### src/rtl/integrator_dump_ctrl.sv
// integrator_dump_ctrl: integrate-and-dump sequencer, sums WINDOW signed samples and presents the sum over valid/ready.
// Define INTEGRATOR_DUMP_SAT_EN for saturating accumulation with a sticky ovf flag; otherwise the sum wraps and ovf is 0.
module integrator_dump_ctrl #(
  parameter int DATA_W = 10,
  parameter int ACC_W  = 16,
  parameter int WINDOW = 8
) (
  input  logic              system1000,
  input  logic              system1000_rst,
  input  logic              clr,
  input  logic [DATA_W-1:0] in_data,
  input  logic              in_valid,
  output logic              in_ready,
  output logic [ACC_W-1:0]  out_data,
  output logic              out_valid,
  input  logic              out_ready,
  output logic              busy,
  output logic              ovf
);
  localparam int CNT_W = $clog2(WINDOW);
  typedef enum logic {ACCUM, DUMP} state_t;
  state_t            state_q, state_d;
  logic [ACC_W-1:0]  acc_q, acc_d, out_data_q, out_data_d, sample, step;
  logic [CNT_W-1:0]  cnt_q, cnt_d;
  logic              ovf_q, ovf_d, accept, xfer, last, sat;
  assign sample    = ACC_W'($signed(in_data));
  assign in_ready  = state_q == ACCUM;
  assign out_valid = state_q == DUMP;
  assign out_data  = out_data_q;
  assign busy      = (state_q == DUMP) || (cnt_q != '0);
  assign ovf       = ovf_q;
  assign accept    = in_valid && in_ready;
  assign xfer      = out_valid && out_ready;
  assign last      = cnt_q == CNT_W'(WINDOW - 1);
`ifdef INTEGRATOR_DUMP_SAT_EN
  logic [ACC_W:0] wide;
  assign wide = {acc_q[ACC_W-1], acc_q} + {sample[ACC_W-1], sample};
  // The two top bits disagree exactly when the signed sum left the ACC_W range.
  assign sat  = wide[ACC_W] != wide[ACC_W-1];
  assign step = sat ? {wide[ACC_W], {(ACC_W-1){~wide[ACC_W]}}} : wide[ACC_W-1:0];
`else
  assign sat  = 1'b0;
  assign step = acc_q + sample;
`endif
  always_comb begin
    state_d    = state_q;
    acc_d      = acc_q;
    cnt_d      = cnt_q;
    out_data_d = out_data_q;
    ovf_d      = ovf_q | (accept & sat);
    if (clr) begin
      state_d = ACCUM;
      acc_d   = '0;
      cnt_d   = '0;
      ovf_d   = 1'b0;
    end else if (accept) begin
      acc_d      = last ? '0 : step;
      cnt_d      = last ? '0 : cnt_q + 1'b1;
      out_data_d = last ? step : out_data_q;
      state_d    = last ? DUMP : ACCUM;
    end else if (xfer) begin
      state_d = ACCUM;
    end
  end
  always_ff @(posedge system1000 or posedge system1000_rst) begin
    if (system1000_rst) begin
      state_q    <= ACCUM;
      acc_q      <= '0;
      cnt_q      <= '0;
      out_data_q <= '0;
      ovf_q      <= 1'b0;
    end else begin
      state_q    <= state_d;
      acc_q      <= acc_d;
      cnt_q      <= cnt_d;
      out_data_q <= out_data_d;
      ovf_q      <= ovf_d;
    end
  end
endmodule
### config.mk
export PLATFORM = sky130hd
export DESIGN_NAME = integrator_dump_ctrl
export DESIGN_NICKNAME = d
export VERILOG_FILES = /design/src/rtl/integrator_dump_ctrl.sv
export SDC_FILE = /design/constraint.sdc
export NUM_CORES = 1
export LEC_CHECK = 0
export BUFFER_PORTS_ARGS = -buffer_cell sky130_fd_sc_hd__buf_4
export CAP_MARGIN = 20
export CORE_ASPECT_RATIO = 1.1
export CORE_UTILIZATION = 57
export DETAILED_ROUTE_END_ITERATION = 6
export PLACE_DENSITY_LB_ADDON = 0.08
export SETUP_SLACK_MARGIN = 0.5
export SLEW_MARGIN = 30
export SYNTH_ARGS = -nofsm -noshare
export SYNTH_HDL_FRONTEND = slang
export SYNTH_SLANG_ARGS = --single-unit
### constraint.sdc
create_clock -name system1000 -period 3.2 [get_ports system1000]
set_clock_uncertainty 0.2 [all_clocks]
set_input_delay 0.8 -clock system1000 [delete_from_list [all_inputs] [get_ports system1000]]
set_output_delay 0.8 -clock system1000 [all_outputs]
set_load 0.1 [all_outputs]
==> parameters.txt <==
Parameter                              Value

Run status
  Run status    finished clean

Power and ir drop
  Combinational share of power    36.6%
  PD cells    ~490 nW/um^2
  Leakage power    1.37 nW
  Final Power    1.36 mW
  Part of the total power dissipated in the clock network    between 20% and 30%
  Switching pwr    491 uW
  Max IR drop VDD    0.369 mV
  P_int    872 uW
  Sequential fraction of design power    37.9%
  Switching power share of the total    36.0%

Logic synthesis
  Post-Syn Area    2330 um^2
  Net Count, Synth    265
  Synth warnings    0
  Most common flop cell mapped by yosys    sky130_fd_sc_hd__dfrtp_1
  Synth area leaders    sky130_fd_sc_hd__dfrtp_1 39%, sky130_fd_sc_hd__ha_1 9.7%, sky130_fd_sc_hd__nand2_1 6.3%
  Largest family of logic cells by synthesized area    compound AO/OA/AOI/OAI gates
  Compound-cell area share of the yosys netlist    22.2%
  Number of unique standard cell types used by synthesis    56
  Portion of netlist area occupied by mux cells    roughly 3.3%
  Number of enable-type register cells in the synthesized netlist    0
  Flop and latch count out of synthesis    36
  Post-Synth XOR/XNOR Area    5.10%
  Proportion of synthesized flip-flops having asynchronous set or reset    100%
  Simple-gate area share of the yosys netlist    15.6%
  Cell accounting for the most synthesized area    sky130_fd_sc_hd__dfrtp_1
  Seq/Total Area, Yosys    38.6%
  Gate Count Post-Synth    roughly 230
  Share of Yosys cell area claimed by the top area cell type    between 30% and 40%
  Mean instance size in the synthesized netlist    10.1 um^2
  Area share of fa/ha/maj cells after synthesis    10.5%

Detailed routing
  Total vias in the final route    between 1500 and 2000
  Detailed Routing Iterations Pass 1    4
  Residual DRC    0
  Top layer used by detailed routing    met4
  Total met2 wirelength after detailed routing    2.48 mm
  Routed length per placed instance    16.1 um
  Metal1 wirelength    approximately 2.4 mm
  Initial DRC Count    84
  Met3 WL    slightly below 200 um
  Drt total wl    5.19 mm
  Vias per Instance    5.83
  Count of antenna-violating nets left after detailed routing    0

Timing
  Setup Viol. Count Final    0
  Transition at the pin with the smallest max-transition slack    ~0.81 ns
  Setup repair after global routing missed its margin    true
  Number of hold-slack violations in the final timing report    0
  Fmax    377 MHz
  Max_slew headroom    46.0%
  Clock period minus worst slack    2.65 ns
  Final critical-path setup slack    0.547 ns
  Slew Viols, Final    0
  Setup TNS    0 ns
  Final cycle utilization of the critical path    82.9%

GRT
  Number of global-route vias before repair    1854
  Wire length of the first global-routing pass    8.83 mm
  Remaining global-route overflow    0
  Number of antenna violations at the first check in global routing    0
  Pin count of the biggest net entering global routing    23
  Aggregate global-route resource usage    between 20% and 30%

Cells and area
  Share of final-layout standard cells stronger than drive strength 1    30.3%
  Most common cell after layout, fill and taps aside    sky130_fd_sc_hd__buf_4
  Post-layout util    71.2%
  Antenna diode count    0
  Number of nets at the end of the flow    304
  Commonest cells after routing, fill and taps aside    42 x sky130_fd_sc_hd__buf_4, 39 x sky130_fd_sc_hd__nand2_1, 35 x sky130_fd_sc_hd__dfrtp_1, 13 x sky130_fd_sc_hd__a21oi_1
  Layout Cells excl Fill    323
  Final-layout fill cell count    315
  Area overhead of the layout relative to synthesis    20.0%

Setup path
  Critical path fanouts, max    5
  Cell type group with the largest total delay on the critical path    compound AO/OA/AOI/OAI gates
  Cells along the critical path    buf_4 > ha_2 > fa_2 > a21oi_1 > o21a_1 > o211ai_4 > a21oi_1 > xnor2_1 > mux2_2
  Data arrival time of the worst path    2.64 ns
  WP data required    3.19 ns
  Setup crit start kind    input pin
  Slowest library cell on the worst path    sky130_fd_sc_hd__fa_2
  Top cell by count, worst path    sky130_fd_sc_hd__a21oi_1
  Crit path capture type    flip-flop
  Largest incremental delay on the critical path    0.37 ns
  Setup CP Type    input pin to flip-flop
  Buf/Inv on CP    1

Clock tree
  Post-CTS Setup Bufs    0
  Number of levels the H-tree was split into    2
  TritonCTS clock tree    built
  Count of hold-fix buffers inserted at cts    0
  Buffer type at the clock tree root    sky130_fd_sc_hd__clkbuf_8
  Clock-pin slew reported for the worst setup and hold paths after clock tree synthesis    0.08 ns
  CTS buffer count    5
  Maximum number of buffers from clock root to sink    2
  Clock latency reported for the late side of the worst-skew pair    roughly 0.30 ns
  Clock net sink count    36

Placed design
  Worst slack at placement    0.143 ns
  Half-perimeter wire length after detailed placement    3.82 mm
  Gpl congestion    about 0.88
  Dpl cells    315
  Number of buffer cells added on primary ports    33

Floorplanning
  Initial standard-cell utilization of the core    approximately three fifths
  Floorplan Core Area    between 3000 and 4000 um^2
  I/O pins    35
  Die area    4350 um^2
  Die outline width    around 63 um
  Vertical die dimension    69.1 um
  Number of core rows    24

Run
  Max-capacitance violation count    0

Min path
  Path category of the worst min-delay check    flip-flop to flip-flop
## cells in the mapped netlist, types with 3 or more instances
master	number
sky130_fd_sc_hd__o21ai_1	4
sky130_fd_sc_hd__nor3_1	3
sky130_fd_sc_hd__xor2_1	4
sky130_fd_sc_hd__o21ai_0	10
sky130_fd_sc_hd__ha_1	18
sky130_fd_sc_hd__clkbuf_1	3
sky130_fd_sc_hd__nand4_1	3
sky130_fd_sc_hd__o31ai_1	4
sky130_fd_sc_hd__buf_6	3
sky130_fd_sc_hd__a22o_1	10
sky130_fd_sc_hd__nand2_1	39
sky130_fd_sc_hd__nor2_1	6
sky130_fd_sc_hd__dfrtp_1	36
sky130_fd_sc_hd__inv_1	7
sky130_fd_sc_hd__mux2_2	5
sky130_fd_sc_hd__a21oi_1	13
sky130_fd_sc_hd__nand3_1	3
sky130_fd_sc_hd__xnor2_1	7
sky130_fd_sc_hd__a21o_1	6
## path summary, 6_finish.rpt
check	endpoint	cells past startpoint	startpoint	slack, ns
worst max-delay path	out_data[10]$_DFFE_PP0P_	9	in_data[0]	0.55
worst min-delay path	out_data[5]$_DFFE_PP0P_	2	out_data[5]$_DFFE_PP0P_	0.28
worst max register to register	out_data[11]$_DFFE_PP0P_	7	acc_q[1]$_DFFE_PP0P_	0.76
worst min register to register	out_data[5]$_DFFE_PP0P_	2	out_data[5]$_DFFE_PP0P_	0.28
max in group asynchronous	cnt_q[1]$_DFFE_PP0P_	3	system1000_rst	1.67
min in group asynchronous	out_data[2]$_DFFE_PP0P_	2	system1000_rst	0.46
## cell families after synthesis
kind of cell / count (synthesis)
compound gates: 67
xor+xnor: 12
fa+ha+maj: 19
buf+inv: 17
flops: 36
mux: 7
other cells: 1
simple gates: 72
## state kept, by name, summed over array words and instances, names as in the netlist
name       count
acc_q         16
out_data      16
cnt_q          3
out_valid      1
## tightest hold or removal path: cells and delay by family (launching register included)
kind	cells	cell delay, ns
flops	1	0.34
simple gates	2	0.11
## power groups by stage
stage               combinational [mW]  sequential [mW]  clock, mW
finish                           0.499            0.516      0.348
CTS                              0.472            0.514      0.353
floorplan                        0.369            0.523          0
global placement                 0.456            0.522          0
global route                     0.548            0.520      0.372
detailed placement               0.462            0.524          0
## through the flow
stage	hold WS, ns	area [um^2]
finish	0.282	2800
CTS	0.286	2750
global route	0.308	2800
global placement	0.259	2640
detailed placement	0.264	2640
floorplan	0.252	2340
## cell type report
cell class | instances | area [um^2] | area share, %
Inverter | 7 | 30.0 | 1.07
Tap cell | 52 | 65.1 | 2.32
Timing Repair Buffer | 42 | 315 | 11.3
Sequential cell | 36 | 902 | 32.2
Multi-Input combinational cell | 178 | 1390 | 49.8
Clock inverter | 1 | 7.51 | 0.268
Clock buffer | 7 | 86.3 | 3.08
## per-layer routing
layer | up-vias | GRT usage [%]
met5 | - | 0
met2 | 51 | 40.3
met4 | 0 | 11.1
met3 | 12 | 5.13
met1 | 904 | 35.2
li1 | 916 | -
## what timing repair did
action                     4_1_cts  5_1_grt
pin swaps                        0        5
hold endpoints to repair         0        0
resized for setup                3       12
setup endpoints to repair        3        8
Power figures use the tool's default switching activity.
